**config.mk**
```make
export PLATFORM = sky130hd
export DESIGN_NAME = fetch_issue_flat
export DESIGN_NICKNAME = d
export VERILOG_FILES = /design/src/rtl/fetch_issue_if.sv /design/src/rtl/fetch_issue.sv /design/src/flat_wrapper.sv
export SDC_FILE = /design/constraint.sdc
export NUM_CORES = 1
export LEC_CHECK = 0
export ABC_CLOCK_PERIOD_IN_PS = 5400
export CORE_MARGIN = 2
export CORE_UTILIZATION = 70
export DETAILED_ROUTE_END_ITERATION = 10
export DONT_BUFFER_PORTS = 1
export PLACE_DENSITY_LB_ADDON = 0.12
export SLEW_MARGIN = 20
export SYNTH_ARGS = -nofsm -noshare
export SYNTH_HDL_FRONTEND = slang
export SYNTH_SLANG_ARGS = --single-unit
```
**constraint.sdc**
```tcl
create_clock -name clk -period 5.4 [get_ports clk]
set_input_delay 1.08 -clock clk [delete_from_list [all_inputs] [get_ports clk]]
set_output_delay 1.08 -clock clk [all_outputs]
set_load 0.03 [all_outputs]
```
**src/rtl/fetch_issue_if.sv**
```systemverilog
// Instruction memory fetch bus: request/address from the fetch stage, ack/data back from memory.
interface fetch_issue_if #(
  parameter int ADDR_W = 32
);
  logic              imem_req;
  logic [ADDR_W-1:0] imem_addr;
  logic              imem_ack;
  logic [31:0]       imem_rdata;

  modport master (
    output imem_req,
    output imem_addr,
    input  imem_ack,
    input  imem_rdata
  );

  modport slave (
    input  imem_req,
    input  imem_addr,
    output imem_ack,
    output imem_rdata
  );
endinterface

```
**src/rtl/fetch_issue.sv**
```systemverilog
// Instruction fetch and field split: owns the PC, fetches one word per instruction over a
// req/ack handshake into the IR, issues the decoded fields and selects the next PC.
module fetch_issue #(
  parameter int                ADDR_W   = 32,
  parameter logic [ADDR_W-1:0] RESET_PC = '0
) (
  input  logic              clk,
  input  logic              reset,
  fetch_issue_if.master     imem,
  input  logic              stall,
  input  logic              pcsrc,
  output logic              instr_valid,
  output logic [5:0]        op,
  output logic [4:0]        rs,
  output logic [4:0]        rt,
  output logic [4:0]        rd,
  output logic [5:0]        funct,
  output logic [15:0]       imm,
  output logic [ADDR_W-1:0] pc_plus4
);

  typedef enum logic {FETCH = 1'b0, ISSUE = 1'b1} state_t;

  state_t            state, state_nxt;
  logic [ADDR_W-1:0] pc;
  logic [31:0]       ir;
  logic              load_ir;
  logic              retire;

  // Word offset of a branch: sign-extend the 16-bit immediate to ADDR_W, then scale by 4.
  function automatic logic signed [ADDR_W-1:0] branch_offset(input logic [15:0] imm16);
    logic signed [ADDR_W-1:0] ext;
    ext = {{(ADDR_W-16){imm16[15]}}, imm16};
    return ext <<< 2;
  endfunction

  function automatic logic [ADDR_W-1:0] branch_target(input logic [ADDR_W-1:0] seq_pc,
                                                      input logic [15:0]       imm16);
    return seq_pc + $unsigned(branch_offset(imm16));
  endfunction

  always_ff @(posedge clk or negedge reset) begin
    if (!reset) begin
      state <= FETCH;
    end else begin
      state <= state_nxt;
    end
  end

  always_comb begin
    state_nxt = state;
    case (state)
      FETCH:   if (imem.imem_ack) state_nxt = ISSUE;
      ISSUE:   if (!stall)        state_nxt = FETCH;
      default: state_nxt = FETCH;
    endcase
  end

  // Request is gated by reset so it stays low while reset is held, independent of state.
  always_comb begin
    imem.imem_req = (state == FETCH) && reset;
    instr_valid   = (state == ISSUE);
    load_ir       = (state == FETCH) && imem.imem_ack;
    retire        = (state == ISSUE) && !stall;
  end

  // PC and IR only move on a fetch ack or a retiring issue; pcsrc matters only when retiring.
  always_ff @(posedge clk or negedge reset) begin
    if (!reset) begin
      pc <= RESET_PC;
      ir <= '0;
    end else begin
      if (load_ir) ir <= imem.imem_rdata;
      if (retire)  pc <= pcsrc ? branch_target(pc_plus4, ir[15:0]) : pc_plus4;
    end
  end

  always_comb begin
    imem.imem_addr = pc;
    pc_plus4       = pc + ADDR_W'(4);
    op             = ir[31:26];
    rs             = ir[25:21];
    rt             = ir[20:16];
    rd             = ir[15:11];
    funct          = ir[5:0];
    imm            = ir[15:0];
  end

endmodule
```
**src/flat_wrapper.sv**
```systemverilog
// flat-port wrapper written by rule: the top's interface ports become plain ports
module fetch_issue_flat 
#(
  parameter int                ADDR_W   = 32,
  parameter logic [ADDR_W-1:0] RESET_PC = '0
)
  (clk, reset, stall, pcsrc, instr_valid, op, rs, rt, rd, funct, imm, pc_plus4, imem_imem_req, imem_imem_addr, imem_imem_ack, imem_imem_rdata);
  fetch_issue_if #(.ADDR_W(ADDR_W)) imem_i ();
  input  logic clk;
  input  logic reset;
  input  logic stall;
  input  logic pcsrc;
  output logic instr_valid;
  output logic [5:0] op;
  output logic [4:0] rs;
  output logic [4:0] rt;
  output logic [4:0] rd;
  output logic [5:0] funct;
  output logic [15:0] imm;
  output logic [ADDR_W-1:0] pc_plus4;
  output wire logic [$bits(imem_i.imem_req)-1:0] imem_imem_req;
  output wire logic [$bits(imem_i.imem_addr)-1:0] imem_imem_addr;
  input wire logic [$bits(imem_i.imem_ack)-1:0] imem_imem_ack;
  input wire logic [$bits(imem_i.imem_rdata)-1:0] imem_imem_rdata;
  assign imem_imem_req = imem_i.imem_req;
  assign imem_imem_addr = imem_i.imem_addr;
  assign imem_i.imem_ack = imem_imem_ack;
  assign imem_i.imem_rdata = imem_imem_rdata;
  fetch_issue #(.ADDR_W(ADDR_W), .RESET_PC(RESET_PC)) u_core (.clk(clk), .reset(reset), .imem(imem_i), .stall(stall), .pcsrc(pcsrc), .instr_valid(instr_valid), .op(op), .rs(rs), .rt(rt), .rd(rd), .funct(funct), .imm(imm), .pc_plus4(pc_plus4));
endmodule
```
# Word-level counts from Yosys, hierarchy flattened
# Index checks and enable logic that the tools add are counted.
# totals
inputBits	37
out_inout_bits	109
register_bits	65
wordCells	14
# classes
add_sub_neg	2
n_mux	4
n_reduce_logical	4
n_bitwise	1
# ops
op	count
adder 32 x 3 -> 32 bit (second input constant)	1
adder 32 bit	1
two-way mux 32 bit	1
logical AND 1 bit	3
two-way mux 1 bit	2
one-hot mux 1 bit (2 select lines)	1
logical NOT 1 bit	1
inverter 1 bit	1

# Depth between registers and ports, before layout
# Gate-level depths: netlist of run 1.
# logic_depth
ltp_word	3
ltp_mapped	17
ltp_nobuf	16

# Least setup slack after synthesis of run 1
# Ideal clock, no wire load.
# synth_path
kind	register to register
from	register u_core.pc[2] (netlist: u_core.imem.imem_addr[2])
to	register u_core.pc[31] (netlist: u_core.imem.imem_addr[31])
t_required_ns	5.266
t_arrival_ns	4.320
slack_ns	0.945
stages_incl_launch_ff	17
cell_sequence	dfrtp_1 ha_1 nand4_1 or3_1 nor3_1 xor2_1 ha_1 clkbuf_1 a21o_1 a21oi_1 o211ai_1 nor4_2 o211ai_2 and3_2 o31a_1 o21ai_1 xnor2_1
# synth_via
elab_chain_len	3
# synth_lines
item	line_no	source
start: declaration	fetch_issue.sv:25	logic [ADDR_W-1:0] pc;
start signal: assignment	fetch_issue.sv:74	if (retire) pc <= pcsrc ? branch_target(pc_plus4, ir[15:0]) : pc_plus4;
adder 32 x 3 -> 32 bit	fetch_issue.sv:80	pc_plus4 = pc + ADDR_W'(4);
named net pc_plus4[24]	flat_wrapper.sv:20	output logic [ADDR_W-1:0] pc_plus4;
adder 32 bit	fetch_issue.sv:39	return seq_pc + $unsigned(branch_offset(imm16));
two-way mux 32 bit	fetch_issue.sv:74	
# The timed path passes the listed nets, and every way through them passes these cells.
# A chain may end at the register's enable or synchronous reset.

# Worst setup path after layout of run 1
# layout_path
from	register u_core.pc[2] (netlist: u_core.imem.imem_addr[2])
to	register u_core.pc[31] (netlist: u_core.imem.imem_addr[31])
# layout_via
elab_chain_len	3
# layout_lines
item	line_no
adder 32 x 3 -> 32 bit *	fetch_issue.sv:80
adder 32 bit	fetch_issue.sv:39
two-way mux 32 bit *	fetch_issue.sv:74
# Every way passes the cells marked *; elsewhere a longest branch is shown, timed or not.

==> flow_summary.json, run 1 <==
{
  "status": "finished, final reports clean",
  "intPower_mw": 1.87,
  "p_seq_share_pct": 30.1,
  "ys.flop_type": "dfrtp_1",
  "initial_core_util_pct": 71.4,
  "yosysSeqAreaShare_pct": 31.0,
  "gp_congestion": 0.916,
  "setup_viol": 0,
  "row_count": 31,
  "p_sw_mw": 2.22,
  "antenna_found_initial": 0,
  "portBuffers": 0,
  "syn_avg_cell_area_um2": 8.84,
  "dpl.cell_count": 661,
  "rsz0062_at_grt": "false",
  "clockRootBuffer": "clkbuf_8",
  "io_pins": 146,
  "synth.distinct_cells": 65,
  "die-area_um2": 7970,
  "async_flop_share_pct": 100,
  "crit_chain": "ha_1 > nand4_1 > or3_1 > nor2_2 > nand3_1 > xnor2_1 > buf_4 > ha_1 > and4_1 > nand2_1 > o31ai_1 > nor4_2 > o211ai_2 > a21oi_2 > o31a_1 > o21ai_1 > xnor2_1",
  "clockBufferDepth": 2,
  "core_region_area_um2": 7140,
  "critPathBufInv": 1,
  "path_depth": 17,
  "fin_nets": 647,
  "synth_top_area_cell": "dfrtp_1",
  "worstRegToRegCells": 17,
  "vias_per_cell": 6.64,
  "ant_nets": 0,
  "syn_area_um2": 5090,
  "cts_tree": "yes",
  "critPathMaxStageDelay_ps": 610,
  "p_clk_share_pct": 12.8,
  "grt-ovfl-total": 0,
  "hold_viol": 0,
  "insertion_delay_ps": 360,
  "n_antenna_cell": 0,
  "crit_type": "reg2reg",
  "syn_inst": 576,
  "peakVddDrop_uv": 418,
  "crit_arrival_ps": 5120,
  "fmax_mhz": 207,
  "layout-drive-gt1-share_pct": 14.5,
  "grt_pass1_wl_um": 20600,
  "ys_seq_elements": 63,
  "grtUsageTotal_pct": 33.4,
  "grt_max_degree": 65,
  "period_share_pct": 89.6,
  "vias": 4494,
  "first_pass_iters": 5,
  "cp-start-kind": "flip-flop",
  "grt_pass1_vias": 4239,
  "finalNonFillerCells": 677,
  "cp.required_ps": 5680,
  "drt_wl_total_um": 13200,
  "slew_headroom_pct": 33.8,
  "final_common_cell": "dfrtp_1",
  "drv_cap": 0,
  "final_cell_mix": "63 x dfrtp_1, 44 x nand2_1, 44 x a21oi_1",
  "cts_resized": 0,
  "tns_ps": 0,
  "comb_power_share_pct": 57.0,
  "powerDensity_nw_per_um2": 752,
  "switching_share_pct": 54.3,
  "cts_sinks": 63,
  "min-delay-path-class": "in2async",
  "cp-end-kind": "flip-flop",
  "critPathTopFamily": "simple AND/OR/NAND/NOR gates",
  "cts_setup_buffers": 0,
  "die_y_um": 89.3,
  "drv_slew": 0,
  "worstPathMaxFanout": 11,
  "cts_hold_buf": 0,
  "synthTopCellsByArea": "dfrtp_1 31%, ha_1 8.8%, mux2_2 7.1%, xnor2_1 4.5%, a21oi_1 4.3%",
  "worstMarginPinSlew_ps": 991,
  "hpwl_um": 9760,
  "p_leak_nw": 2.37,
  "die_w_um": 89.3,
  "syn_to_final_growth_pct": 6.76,
  "cts_made_buffers": 9,
  "clock_skew_ps": 13.7,
  "drtIter0Drc": 317,
  "drcViolationCount": 0,
  "min_period_ps": 4840,
  "wire_per_inst_um": 19.5,
  "htreeDepth": 3,
  "synth_edf_count": 0,
  "synth_top_area_share_pct": 31.0,
  "clk_pin_slew_ps": 80,
  "slowest_stage": "dfrtp_1",
  "yosys_warnings": 0
}
## final timing paths
path                                               start                        end  slack [ps]
min in group clk                           u_core.ir[15]              u_core.ir[15]         530
worst max register to register  u_core.imem.imem_addr[2]  u_core.imem.imem_addr[31]         560
max in group asynchronous                          reset  u_core.imem.imem_addr[19]        4880
worst min-delay path                               reset               u_core.ir[1]         400
worst max-delay path            u_core.imem.imem_addr[2]  u_core.imem.imem_addr[31]         560
worst min register to register             u_core.ir[15]              u_core.ir[15]         530
## flip-flops by register name, indices dropped and copies added, names as in the netlist
| signal | count |
|---|---|
| u_core.imem.imem_addr | 30 |
| u_core.instr_valid | 1 |
| u_core.ir | 32 |
## Yosys cell counts (all sizes together), types with 5 or more instances
| master | count |
|---|---|
| dfrtp | 63 |
| and3 | 11 |
| ha | 36 |
| nand4 | 16 |
| xnor2 | 26 |
| a21o | 20 |
| mux2 | 32 |
| nor3 | 14 |
| buf | 23 |
| nor2 | 38 |
| a211oi | 8 |
| a22oi | 5 |
| inv | 10 |
| nand3 | 14 |
| o21bai | 7 |
| xor2 | 25 |
| a21oi | 45 |
| nand2 | 44 |
| a31oi | 8 |
| clkbuf | 17 |
| and4 | 6 |
| o21ai | 48 |
## cell type report
class                           count  area (um2)
Inverter                           10        37.5
Clock buffer                        9         124
Sequential cell                    63        1580
Fill cell                         546        1700
Timing Repair Buffer               23         173
Clock inverter                      7         128
Tap cell                           99         124
Multi-Input combinational cell    466        3270
## worst reg2reg max path, cell delays in order (launching register included)
cell and delay [ps]:
dfrtp_1 610, ha_1 340, nand4_1 280, or3_1 530, nor2_2 250, nand3_1 170, xnor2_1 190, buf_4 190
ha_1 470, and4_1 260, nand2_1 110, o31ai_1 380, nor4_2 120, o211ai_2 220, a21oi_2 80, o31a_1 290
o21ai_1 160, xnor2_1 130
## stage by stage
step / worst slack [ps] / hold slack, ps / util [%] / power [mW] / instance area (um2)
floorplan: 945 / 685 / - / 3.04 / 5100
global placement: 887 / 491 / 72.7 / 3.47 / 5180
detailed placement: 627 / 522 / 72.7 / 3.53 / 5180
CTS: 605 / 396 / 76.2 / 4.07 / 5440
global route: 213 / 385 / 76.2 / 4.36 / 5440
finish: 564 / 404 / 76.2 / 4.09 / 5440
## cell families after synthesis
family | count (synthesis) | synth area share (%)
AND/OR/NAND/NOR | 166 | 16.5
multiplexers | 34 | 7.47
XOR/XNOR | 51 | 8.77
buffers and inverters | 50 | 5.11
flip-flops | 63 | 31.0
adder cells (fa/ha/maj) | 37 | 9.24
AO/OA/AOI/OAI | 174 | 21.8
other | 1 | 0.0736
## metal layers
layer  vias up  share of wire (%)  routed length [um]  global-route usage (%)
li1       2098                  -                   -                       -
met1      2159                 41                5370                    41.9
met2       214                 48                6360                    55.7
met3        23                9.3                1220                    10.1
met4         0                1.7                 229                    10.4
met5         -                  0                   0                       0
## power by group through the flow
stage                     registers (mW)  clock network (mW)  logic (mW)
after global placement              1.23                   0        2.24
after floorplan                     1.14                   0        1.90
after detailed placement            1.24                   0        2.28
after CTS                           1.23               0.531        2.30
final                               1.23               0.525        2.33
after global routing                1.26               0.549        2.55
Power figures use the tool's default switching activity.
==> run 2, diff against run 1 <==
--- a/config.mk
+++ b/config.mk
@@ -6,6 +6,7 @@
 export NUM_CORES = 1
 export LEC_CHECK = 0
 export ABC_CLOCK_PERIOD_IN_PS = 5400
+export CAP_MARGIN = 20
 export CORE_MARGIN = 2
 export CORE_UTILIZATION = 70
 export DETAILED_ROUTE_END_ITERATION = 10
==> results of run 2 <==
The final DEF is identical to that of run 1; final timing and power are the same.
